<file path="src/rtl/vga_window_scanner.sv">
// VGA timing generator that scans a centred image window, issuing frame-buffer
// reads and emitting coordinates/syncs delayed to line up with the returned data.
module vga_window_scanner #(
    parameter int H_DISPLAY    = 640,
    parameter int H_FRONT      = 16,
    // Sync lengths carry a _LEN suffix because H_SYNC/V_SYNC name the outputs.
    parameter int H_SYNC_LEN   = 96,
    parameter int H_BACK       = 48,
    parameter int V_DISPLAY    = 480,
    parameter int V_FRONT      = 10,
    parameter int V_SYNC_LEN   = 2,
    parameter int V_BACK       = 33,
    parameter int ADDR_WIDTH   = 17,
    parameter int READ_LATENCY = 1
) (
    input  logic                  CLK,
    input  logic                  RESET_N,
    input  logic [9:0]            IMG_WIDTH_OUT,
    input  logic [8:0]            IMG_HEIGHT_OUT,
    output logic [ADDR_WIDTH-1:0] R_ADDR,
    output logic                  R_EN,
    output logic [9:0]            X_CUR_COORD,
    output logic [9:0]            Y_CUR_COORD,
    output logic                  CUR_COORD_STATE,
    output logic                  DISPLAY_ACTIVE,
    output logic                  H_SYNC,
    output logic                  V_SYNC,
    output logic                  FRAME_START
);

    localparam int H_TOTAL = H_DISPLAY + H_FRONT + H_SYNC_LEN + H_BACK;
    localparam int V_TOTAL = V_DISPLAY + V_FRONT + V_SYNC_LEN + V_BACK;
    localparam int TW      = ($clog2(H_TOTAL) > $clog2(V_TOTAL)) ? $clog2(H_TOTAL) : $clog2(V_TOTAL);
    localparam int CW      = (TW > 11) ? TW : 11;
    localparam int unsigned DEPTH = 1 + READ_LATENCY;

    localparam logic [CW-1:0] ONE      = CW'(1);
    localparam logic [CW-1:0] HD       = CW'(H_DISPLAY);
    localparam logic [CW-1:0] VD       = CW'(V_DISPLAY);
    localparam logic [CW-1:0] HT_LAST  = CW'(H_TOTAL - 1);
    localparam logic [CW-1:0] VT_LAST  = CW'(V_TOTAL - 1);
    localparam logic [CW-1:0] HS_START = CW'(H_DISPLAY + H_FRONT);
    localparam logic [CW-1:0] HS_END   = CW'(H_DISPLAY + H_FRONT + H_SYNC_LEN);
    localparam logic [CW-1:0] VS_START = CW'(V_DISPLAY + V_FRONT);
    localparam logic [CW-1:0] VS_END   = CW'(V_DISPLAY + V_FRONT + V_SYNC_LEN);

    typedef struct packed {
        logic [9:0] x;
        logic [9:0] y;
        logic       win;
        logic       disp;
        logic       hs;
        logic       vs;
        logic       fs;
    } tap_t;

    localparam tap_t TAP_RST = '{x: '0, y: '0, win: 1'b0, disp: 1'b0, hs: 1'b1, vs: 1'b1, fs: 1'b0};

    logic [CW-1:0]         hc_q, hc_d, vc_q, vc_d;
    logic [CW-1:0]         w_q, h_q, ho_q, vo_q;
    logic [CW-1:0]         w_req, h_req, w_cur, h_cur, ho_cur, vo_cur;
    logic                  frame_start0, in_window;
    logic [ADDR_WIDTH-1:0] addr_q, addr_d, addr_base;
    logic [ADDR_WIDTH-1:0] r_addr_q, r_addr_d;
    logic                  r_en_q, r_en_d;
    tap_t                  tap0;
    tap_t [DEPTH-1:0]      pipe_q;

    always_comb begin
        hc_d = hc_q + ONE;
        vc_d = vc_q;
        if (hc_q == HT_LAST) begin
            hc_d = '0;
            vc_d = (vc_q == VT_LAST) ? '0 : vc_q + ONE;
        end

        frame_start0 = (hc_q == '0) && (vc_q == '0);

        w_req = CW'(IMG_WIDTH_OUT);
        if (w_req == '0 || w_req > HD) w_req = HD;
        h_req = CW'(IMG_HEIGHT_OUT);
        if (h_req == '0 || h_req > VD) h_req = VD;

        // The (0,0) pixel already uses the geometry being latched for its frame.
        w_cur  = w_q;
        h_cur  = h_q;
        ho_cur = ho_q;
        vo_cur = vo_q;
        if (frame_start0) begin
            w_cur  = w_req;
            h_cur  = h_req;
            ho_cur = (HD - w_req) >> 1;
            vo_cur = (VD - h_req) >> 1;
        end

        in_window = (hc_q >= ho_cur) && (hc_q < ho_cur + w_cur) &&
                    (vc_q >= vo_cur) && (vc_q < vo_cur + h_cur);

        addr_base = frame_start0 ? '0 : addr_q;
        addr_d    = in_window ? addr_base + ADDR_WIDTH'(1) : addr_base;
        r_en_d    = in_window;
        r_addr_d  = in_window ? addr_base : r_addr_q;

        tap0.x    = hc_q[9:0];
        tap0.y    = vc_q[9:0];
        tap0.win  = in_window;
        tap0.disp = (hc_q < HD) && (vc_q < VD);
        tap0.hs   = !((hc_q >= HS_START) && (hc_q < HS_END));
        tap0.vs   = !((vc_q >= VS_START) && (vc_q < VS_END));
        tap0.fs   = frame_start0;
    end

    always_ff @(posedge CLK) begin
        if (!RESET_N) begin
            hc_q     <= '0;
            vc_q     <= '0;
            w_q      <= HD;
            h_q      <= VD;
            ho_q     <= '0;
            vo_q     <= '0;
            addr_q   <= '0;
            r_addr_q <= '0;
            r_en_q   <= 1'b0;
            pipe_q   <= {DEPTH{TAP_RST}};
        end else begin
            hc_q     <= hc_d;
            vc_q     <= vc_d;
            w_q      <= w_cur;
            h_q      <= h_cur;
            ho_q     <= ho_cur;
            vo_q     <= vo_cur;
            addr_q   <= addr_d;
            r_addr_q <= r_addr_d;
            r_en_q   <= r_en_d;
            pipe_q   <= {pipe_q[DEPTH-2:0], tap0};
        end
    end

    assign R_ADDR          = r_addr_q;
    assign R_EN            = r_en_q;
    assign X_CUR_COORD     = pipe_q[DEPTH-1].x;
    assign Y_CUR_COORD     = pipe_q[DEPTH-1].y;
    assign CUR_COORD_STATE = pipe_q[DEPTH-1].win;
    assign DISPLAY_ACTIVE  = pipe_q[DEPTH-1].disp;
    assign H_SYNC          = pipe_q[DEPTH-1].hs;
    assign V_SYNC          = pipe_q[DEPTH-1].vs;
    assign FRAME_START     = pipe_q[DEPTH-1].fs;

endmodule

</file>
<file path="config.mk">
export PLATFORM = sky130hd
export DESIGN_NAME = vga_window_scanner
export DESIGN_NICKNAME = d
export VERILOG_FILES = /design/src/rtl/vga_window_scanner.sv
export SDC_FILE = /design/constraint.sdc
export NUM_CORES = 1
export LEC_CHECK = 0
export BUFFER_PORTS_ARGS = -buffer_cell sky130_fd_sc_hd__buf_2
export CORE_ASPECT_RATIO = 1.75
export CORE_MARGIN = 2
export CORE_UTILIZATION = 40
export CTS_CLUSTER_SIZE = 24
export DETAILED_ROUTE_END_ITERATION = 12
export PLACE_DENSITY = 0.64
export SKIP_LAST_GASP = 1
export SYNTH_ARGS = -nofsm -noshare
export SYNTH_HDL_FRONTEND = slang
export SYNTH_SLANG_ARGS = --single-unit
export TNS_END_PERCENT = 10
</file>
<file path="constraint.sdc">
create_clock -name CLK -period 7.5 [get_ports CLK]
set_clock_uncertainty 0.15 [all_clocks]
set_input_delay 0.75 -clock CLK [delete_from_list [all_inputs] [get_ports CLK]]
set_output_delay 0.75 -clock CLK [all_outputs]
set_load 0.01 [all_outputs]
</file>
Word level (Yosys, flattened, before mapping)
Index checks and enable logic that the tools add are counted.
Word-level totals
  bits in registers: 150
  output and inout port bits: 43
Cells by class
  add/sub/neg operators: 7
  order comparisons: 12
  equality and inequality tests: 2
  multiplexer cells: 9
  bitwise logic cells: 1
  reductions and logical operators: 16
Operators with widths (count)
  11-bit 2-to-1 mux: 5
  17-bit 2-to-1 mux: 2
  11-bit by 1-bit adder with 11-bit output (second input constant): 2
  11-bit adder: 2
  11-bit by 10-bit == test with 1-bit output (second input constant): 2
  11-bit greater-or-equal comparator: 2
  11-bit zero test: 2
  11-bit by 10-bit less-than comparator with 1-bit output (second input constant): 2
  11-bit less-than comparator: 2
  11-bit by 9-bit less-than comparator with 1-bit output (second input constant): 2
  17-bit by 1-bit adder with 17-bit output (second input constant): 1
  11-bit by 10-bit greater-or-equal comparator with 1-bit output (second input constant): 1
  11-bit by 9-bit greater-or-equal comparator with 1-bit output (second input constant): 1
  10-bit by 11-bit subtractor with 11-bit output (first input constant): 1
  9-bit by 11-bit subtractor with 11-bit output (first input constant): 1
  10-bit > comparator (second input constant): 1
  10-bit zero test: 1
  10-bit 2-to-1 mux: 1
  9-bit > comparator (second input constant): 1
  9-bit zero test: 1
  9-bit 2-to-1 mux: 1
  1-bit logical AND: 7
  1-bit zero test: 2
  1-bit logical OR: 2
  2 further kinds: 2

Depth between registers and ports, before layout
Gate-level depths: netlist of the first run.
  word-level depth: 11
  depth in mapped cells: 29

Worst setup path before layout of the first run
OpenSTA, ideal clock, no wires.
  kind: register -> register
  start: register hc_q[0]
  end: register addr_q[13]
  library setup time: 0.070 ns
  data arrival time: 5.720 ns
  required time: 7.280 ns
  slack: 1.560 ns
  stages on the path, launching flop included: 27
  buffers on the path: 4
  clock period less this slack: 5.940 ns
  cell sequence: dfxtp_1 > inv_1 > ha_1 > or3b_2 > or2_1 > or3_1 > clkbuf_1 > clkbuf_1 > clkbuf_1 > nand2_1 > nand2_1 > ha_1 > a21o_1 > a21oi_1 > nand2b_1 > a21oi_1 > a221o_1 > mux2i_1 > a2111oi_0 > ha_1 > nor2b_1 > o21ai_0 > o2111ai_1 > a221o_1 > clkbuf_1 > or4_1 > a21oi_1
On the way
  longest elaborated chain between the ends: 9
  elaborated cells between the ends (all ways): 18
  classes of those cells: add/sub (3); order compare (4); mux (6); reduce/logical (5)
Ends and longest elaborated chain
  from (decl): line 59  | logic [CW-1:0] hc_q, hc_d, vc_q, vc_d;
  from (signal assigned): line 115  | hc_q <= '0;
  from (signal assigned): line 126  | hc_q <= hc_d;
  11-bit zero test *: line 77  | frame_start0 = (hc_q == '0) && (vc_q == '0);
  1-bit logical AND *: line 77
  11-bit 2-to-1 mux *: line 89  | if (frame_start0) begin
  via ho_cur[0]: line 61  | logic [CW-1:0] w_req, h_req, w_cur, h_cur, ho_cur, vo_cur;
  11-bit adder: line 96  | in_window = (hc_q >= ho_cur) && (hc_q < ho_cur + w_cur) &&
  11-bit less-than comparator: line 96
  1-bit logical AND * (2 in a row): line 96
  1-bit logical AND *: line 97  | (vc_q >= vo_cur) && (vc_q < vo_cur + h_cur);
  17-bit 2-to-1 mux *: line 100  | addr_d = in_window ? addr_base + ADDR_WIDTH'(1) : addr_base;
  to (signal assigned): line 132  | addr_q <= addr_d;
  to (decl): line 63  | logic [ADDR_WIDTH-1:0] addr_q, addr_d, addr_base;
Mark *: on every way through the listed nets, which the timed path passes. The rest lies on a longest branch.
A chain may end at the register's enable or synchronous reset.

Final worst setup path of the first run
  start: register hc_q[1]
  end: register r_addr_q[3] (netlist: R_ADDR[3])
On the way
  elaborated cells between the ends (all ways): 16
  classes of those cells: add/sub (2); order compare (4); mux (5); reduce/logical (5)
RTL lines
  11-bit zero test: line 77
  1-bit logical AND: line 77
  11-bit 2-to-1 mux: line 89
  via h_cur[0]: line 61
  11-bit adder: line 97
  11-bit less-than comparator: line 97
  1-bit logical AND: line 97
  to (signal assigned): line 133  | r_addr_q <= r_addr_d;
  to (decl): line 64  | logic [ADDR_WIDTH-1:0] r_addr_q, r_addr_d;
The timed path passes the listed nets, and every way through them passes these cells.

==> results of run 1 <==
metrics by stage:
step,instance area (um2),util,instances
floorplan,8130,-,973
finish,9170,0.456,1264
global placement,8550,0.425,1232
CTS,9170,0.456,1264
detailed placement,8550,0.425,1232
global route,9170,0.456,1264
cells by family (layout without fill, tap and decap cells):
| group | count (synthesis) | after routing |
|---|---|---|
| XOR/XNOR | 42 | 42 |
| flip-flops | 150 | 150 |
| AND/OR/NAND/NOR | 389 | 389 |
| AO/OA/AOI/OAI | 202 | 202 |
| multiplexers | 8 | 8 |
| buffers and inverters | 112 | 155 |
| adder cells (fa/ha/maj) | 70 | 70 |
cell type report:
cell class	count	area [um2]	area share
inverter	40	150	0.0164
tap	248	310	0.0338
timing repair buffer	83	465	0.0508
clock buffer	18	429	0.0468
sequential	150	3000	0.328
clock inverter	14	188	0.0205
multi-input combinational	711	4620	0.504
per-layer routing:
layer | vias up | share of wire
li1 | 3501 | -
met1 | 3264 | 0.40
met2 | 148 | 0.53
met3 | 40 | 0.031
met4 | 0 | 0.034
met5 | - | 0
path summary, 6_finish.rpt:
kind	end	slack (ns)	cells after the start
setup reg to reg	R_ADDR[3]	0.55	24
setup / recovery	R_ADDR[3]	0.55	24
hold / removal	H_SYNC	0.26	1
hold reg to reg	H_SYNC	0.26	1
Yosys cell counts, types with 22 or more instances:
| cell type | count |
|---|---|
| sky130_fd_sc_hd__nor2_1 | 73 |
| sky130_fd_sc_hd__xor2_1 | 22 |
| sky130_fd_sc_hd__nand2_1 | 70 |
| sky130_fd_sc_hd__o21ai_0 | 36 |
| sky130_fd_sc_hd__inv_1 | 39 |
| sky130_fd_sc_hd__a21oi_1 | 65 |
| sky130_fd_sc_hd__dfxtp_1 | 150 |
| sky130_fd_sc_hd__o21ai_1 | 29 |
| sky130_fd_sc_hd__ha_1 | 68 |
| sky130_fd_sc_hd__nand4_1 | 31 |
| sky130_fd_sc_hd__clkbuf_1 | 45 |
| sky130_fd_sc_hd__and2_1 | 60 |
| sky130_fd_sc_hd__nand3_1 | 40 |
state kept, by name, indices dropped and copies added (netlist names):
register / count
pipe_q: 25
R_ADDR: 17
addr_q: 17
h_q: 11
hc_q: 11
ho_q: 11
vc_q: 11
vo_q: 11
w_q: 11
X_CUR_COORD: 10
Y_CUR_COORD: 10
CUR_COORD_STATE: 1
DISPLAY_ACTIVE: 1
FRAME_START: 1
H_SYNC: 1
V_SYNC: 1
power by group through the flow:
stage	logic [mW]	registers, mW	clock network (mW)
finish	0.469	0.827	0.885
global route	0.522	0.829	0.933
CTS	0.468	0.827	0.900
detailed placement	0.466	0.845	0
global placement	0.460	0.845	0
floorplan	0.346	0.844	0
==> metrics, run 1 <==
maximum fanout along the worst path 53; combinational fraction of design power 0.215; Synth Instances 973; synthesized-area fraction occupied by ao, oa, aoi and oai cells 0.152; GRT Resource Usage Total 0.186; portion of the post-synthesis area used by sequential elements 0.369; total via count after detailed routing 6953; pin count of the biggest net entering global routing 79; Hold Slack 0.264 ns; slew at the pin with the worst max-slew slack 1.17 ns; most area-hungry cell type in the Yosys netlist sky130_fd_sc_hd__dfxtp_1; ant diodes 0; CTS tree done; Bufs and invs on worst path 4; Crit Path Category reg -> reg; register share of total power 0.379; number of synthesized flops with an enable pin 0; kind of cell adding the most delay to the critical path compound AO/OA/AOI/OAI gates; CORE AREA 20100 um2; post-synthesis cell type count 68; area of the die 21500 um2; commonest cells after routing, fill and taps aside 150 x sky130_fd_sc_hd__dfxtp_1, 73 x sky130_fd_sc_hd__nor2_1, 70 x sky130_fd_sc_hd__nand2_1, 68 x sky130_fd_sc_hd__ha_1, 65 x sky130_fd_sc_hd__a21oi_1; maximum number of buffers from clock root to sink 2; post-cts gate resize count 0; FILL cells 1975; DP HPWL 14500 um; setup repair after global routing missed its margin no; clock edge transition at the registers on the reported setup and hold paths 0.06 ns; fin worst setup slack 0.549 ns; Total Routed Length 20100 um; remaining antenna violation count after routing 0; Crit. End Element flop; data required time of the worst path 7.71 ns; Main synth FF type sky130_fd_sc_hd__dfxtp_1; Clk pwr share 0.406; routing usage on met2 0.346; DR WL/cell 15.9 um; launching point of the worst reg2reg path hc_q[1]; Final Hold Viols 0; peak supply drop 162 uV; multiplexer share of the synthesized area 0.0102; I/O pin count 64; Cell Chain, Critical Path inv_1 > ha_1 > or3b_2 > or2_1 > or3_2 > buf_4 > o21ai_1 > ha_1 > inv_1 > fa_1 > nor2b_1 > o21ai_0 > a21oi_1 > o21ai_0 > a21oi_1 > a31oi_1 > xnor2_1 > ha_1 > a211oi_1 > o2111ai_1 > a221o_1 > buf_4 > or3_1 > a21oi_1; mean cell area of the mapped netlist 8.35 um2; number of setup buffers added after CTS 0; final weighted congestion in routability-driven placement 0.847; synthesized netlist net count 1064; Iteration-0 DRC Markers 373; commonest non-fill, non-tap cell in the layout sky130_fd_sc_hd__dfxtp_1; First-pass DRT Iterations 5; status finished, final reports clean; Seq cells post-synth 150; class of the most critical hold timing path reg -> reg; number of warnings issued by yosys 0; share of Yosys cell area claimed by the top area cell type 0.369; number of sinks driven by the clock tree 150; share of cells above drive strength 1 0.125; GR met1 Demand/Resource 0.200; Initial Util 0.404; switching pwr 682 uW; layout net count 1094; clock root buffer sky130_fd_sc_hd__clkbuf_16; time the final worst path needs with I/O delays and setup 6.95 ns; number of remaining DRC errors 0; max_slew headroom 0.223; top cells by area, synth sky130_fd_sc_hd__dfxtp_1 37%, sky130_fd_sc_hd__ha_1 10%, sky130_fd_sc_hd__and2_1 4.6%; GR Overflow Total 0; total power 2.18 mW; vertical extent of the die 193 um; worst slack, placed 0.549 ns; post-synthesis instance area 8130 um2; launching element type of the critical path flop; post-synthesis xor/xnor area fraction 0.0453; relative area change from synthesis to final layout 12.8%; GR met3 Demand/Resource 0.0295; number of levels in the clock H-tree 4; Arr. time, crit path 7.16 ns; combinational family with the most area after synthesis simple AND/OR/NAND/NOR gates; number of port buffers 63; pins over their slew limit 0; Max Clock Freq 0.144 GHz; crit path from hc_q[1]; via density per instance 5.50; Pint 1.50 mW; Setup violations, final 0; Clock Latency Late Sink 0.44 ns; width of the die 112 um; MaxCap Viol Count 0; area share of fa/ha/maj cells after synthesis 0.110; leakage power 3.98 nW; TritonCTS Buffers 17; cell area power density 238 nW/um2; hold path startpoint pipe_q[2]; number of buffers inserted by hold repair at cts 0; delay contributed by the slowest stage of the critical path 0.72 ns; final-layout setup total negative slack 0 ns; slowest stage cell on the critical path sky130_fd_sc_hd__a221o_1; Synth Area in Simple Gates 0.252; number of rows created at floorplan 69; fraction of power spent switching nets 0.313; Synth async-reset ratio 0; number of global-route vias before repair 6458; grt peak-use layer met2; first-pass GRT wire length 32000 um; period utilization 0.927; antenna violations before repair 0
Note: power is estimated with default switching activity, not from simulation.
==> inputs of run 2 (changes only) <==
--- a/config.mk
+++ b/config.mk
@@ -11,6 +11,7 @@
 export CORE_UTILIZATION = 40
 export CTS_CLUSTER_SIZE = 24
 export DETAILED_ROUTE_END_ITERATION = 12
+export GPL_TIMING_DRIVEN = 0
 export PLACE_DENSITY = 0.64
 export SKIP_LAST_GASP = 1
 export SYNTH_ARGS = -nofsm -noshare
==> run 2 against run 1 <==
Global-route usage up 2.6 points. Wire length up 12%. Clock power down 4.6%. Hold slack better by 0.0038 ns. Count of clock-buffer cells in the layout down 1. Register-to-register slack worse by 0.09 ns. Final area up 2.2%. Combinational power up 8.7%.
==> metrics, run 2 (synthesis gave the netlist of run 1 again) <==
area of the die 21500 um2 (unchanged); class of the most critical hold timing path reg -> reg; period utilization 0.939 (+0.0118); number of levels in the clock H-tree 4 (unchanged); Initial Util 0.404 (unchanged); hold path startpoint pipe_q[2]; first-pass GRT wire length 35800 um (+12%); Top reg by flops pipe_q; Arr. time, crit path 7.24 ns (+0.08 ns); launching element type of the critical path flop; area used by sequential logic in the layout 3000 um2 (unchanged); number of setup buffers added after CTS 0 (unchanged); launching point of the worst reg2reg path hc_q[0]; peak supply drop 145 uV (-10%); via density per instance 5.44 (-1.1%); Total Routed Length 22400 um (+12%); number of sinks driven by the clock tree 150 (unchanged); number of remaining DRC errors 0 (unchanged); DP HPWL 17100 um (+18%); Area after DPL 8740 um2 (+2.2%); pin count of the biggest net entering global routing 18 (-77%); Crit Path Category reg -> reg; ant diodes 0 (unchanged); crit path from hc_q[0]; pins over their slew limit 0 (unchanged); flip-flop count of the largest register, all copies and words added 25 (unchanged); share of cells above drive strength 1 0.128 (+0.00306); setup slack, reg-to-reg 0.46 ns (-0.09 ns); capture instance of the worst register-to-register path addr_q[6]; vertical extent of the die 193 um (unchanged); clock root buffer sky130_fd_sc_hd__clkbuf_16; number of rows created at floorplan 69 (unchanged); total power 2.18 mW (about the same); DR WL/cell 17.1 um (+7.6%); Final Hold Viols 0 (unchanged); number of port buffers 58 (-7.9%); GR Overflow Total 0 (unchanged); layout net count 1140 (+4.2%); depth of the most critical reg-to-reg path 24 (unchanged); Setup violations, final 0 (unchanged); Clock Latency Late Sink 0.44 ns (about the same); remaining antenna violation count after routing 0 (unchanged); First-pass DRT Iterations 7 (+2); I/O pin count 64 (unchanged); time the final worst path needs with I/O delays and setup 7.04 ns (+0.0884 ns); commonest cells after routing, fill and taps aside 150 x sky130_fd_sc_hd__dfxtp_1, 73 x sky130_fd_sc_hd__nor2_1, 70 x sky130_fd_sc_hd__nand2_1, 68 x sky130_fd_sc_hd__ha_1, 65 x sky130_fd_sc_hd__a21oi_1; CTS tree done; leakage power 4.05 nW (+1.7%); maximum fanout along the worst path 10 (-81%); max_slew headroom 0.355 (+0.132); width of the die 112 um (unchanged); maximum number of buffers from clock root to sink 2 (unchanged); destination of the critical timing path addr_q[6]; relative area change from synthesis to final layout 15.3%; footprint of the multi-input gates 4680 um2 (+1.3%); Max Clock Freq 0.142 GHz (-1.3%); GRT Resource Usage Total 0.212 (+0.0261); slew at the pin with the worst max-slew slack 0.965 ns (-0.200 ns); TritonCTS Buffers 17 (unchanged); final weighted congestion in routability-driven placement 0.883 (+4.2%); number of buffers inserted by hold repair at cts 0 (unchanged); Crit. End Element flop; CORE AREA 20100 um2 (unchanged); number of global-route vias before repair 6898 (+6.8%); Iteration-0 DRC Markers 385 (+3.2%); data required time of the worst path 7.70 ns (about the same); commonest non-fill, non-tap cell in the layout sky130_fd_sc_hd__dfxtp_1; final non-filler cell area 9370 um2 (+2.2%); clock edge transition at the registers on the reported setup and hold paths 0.07 ns (about the same); setup repair after global routing missed its margin no; MaxCap Viol Count 0 (unchanged); cell area power density 233 nW/um2 (-2.1%); FILL cells 2006 (+1.6%); antenna violations before repair 0 (unchanged); total via count after detailed routing 7126 (+2.5%); status finished, final reports clean
## run 2: layout make-up
cell class                 count  area share
timing repair buffer          58      0.0310
buffer                        71      0.0383
tap                          248      0.0331
clock inverter                15      0.0160
inverter                      40      0.0160
clock buffer                  17      0.0454
multi-input combinational    711       0.500
sequential                   150       0.320
## run 2: routing by layer
| layer | GRT usage | wire, um | vias to the layer above |
|---|---|---|---|
| met3 | 0.0345 | 900 | 69 |
| li1 | - | - | 3585 |
| met1 | 0.221 | 8490 | 3272 |
| met5 | 0 | 0 | - |
| met4 | 0.123 | 1150 | 0 |
| met2 | 0.397 | 11900 | 200 |
## run 2: report_power, final
part,internal (mW),switching [mW],leakage [nW]
registers,0.819,0.00878,1.22
clock network,0.445,0.399,0.281
logic,0.181,0.330,2.55
total,1.44,0.738,4.05
## run 2: per-stage QoR
step / utilization / TNS [ns] / std cells / hold WS (ns) / setup WS (ns)
3_5_place_dp: 0.434 / -10.42 / 1279 / 0.255 / -0.471
5_1_grt: 0.466 / 0 / 1310 / 0.292 / 0.0794
3_3_place_gp: 0.434 / -10.26 / 1279 / 0.251 / -0.492
6_report: 0.466 / 0 / 1310 / 0.268 / 0.460
4_1_cts: 0.464 / 0 / 1311 / 0.269 / 0.000135
2_1_floorplan: - / 0 / 973 / 0.236 / 1.56
## run 2: worst min path at each step
| stage | to | cells past startpoint | slack, ns |
|---|---|---|---|
| 2_1_floorplan | H_SYNC | 1 | 0.24 |
| 5_1_grt | DISPLAY_ACTIVE | 1 | 0.29 |
| 3_5_place_dp | H_SYNC | 1 | 0.25 |
| 6_report | H_SYNC | 1 | 0.27 |
| 3_3_place_gp | H_SYNC | 1 | 0.25 |
| 4_1_cts | H_SYNC | 1 | 0.27 |
## run 2: critical path, cell delays in order (launching register included)
cell,delay (ns)
sky130_fd_sc_hd__dfxtp_1,0.35
sky130_fd_sc_hd__inv_1,0.19
sky130_fd_sc_hd__ha_1,0.18
sky130_fd_sc_hd__or3b_2,0.48
sky130_fd_sc_hd__nor4_4,0.40
sky130_fd_sc_hd__nand2_1,0.20
sky130_fd_sc_hd__clkbuf_1,0.38
sky130_fd_sc_hd__a21oi_1,0.40
sky130_fd_sc_hd__inv_1,0.08
sky130_fd_sc_hd__ha_1,0.28
sky130_fd_sc_hd__a21o_1,0.18
sky130_fd_sc_hd__a21oi_1,0.20
sky130_fd_sc_hd__nand2b_1,0.14
sky130_fd_sc_hd__a21oi_1,0.04
sky130_fd_sc_hd__a221o_1,0.41
sky130_fd_sc_hd__mux2i_1,0.19
sky130_fd_sc_hd__a2111oi_4,0.39
sky130_fd_sc_hd__ha_1,0.31
sky130_fd_sc_hd__nor2b_1,0.14
sky130_fd_sc_hd__o21ai_1,0.23
sky130_fd_sc_hd__o2111ai_2,0.26
sky130_fd_sc_hd__a221o_1,0.37
sky130_fd_sc_hd__clkbuf_1,0.22
sky130_fd_sc_hd__or4_1,0.56
sky130_fd_sc_hd__a21oi_1,0.21
## run 2: repair_timing
| action | CTS | global route |
|---|---|---|
| resized for setup | 7 | 13 |
| pin swaps | 0 | 0 |
| endpoints found under the setup margin | 35 | 34 |
| hold endpoints to repair | 0 | 0 |
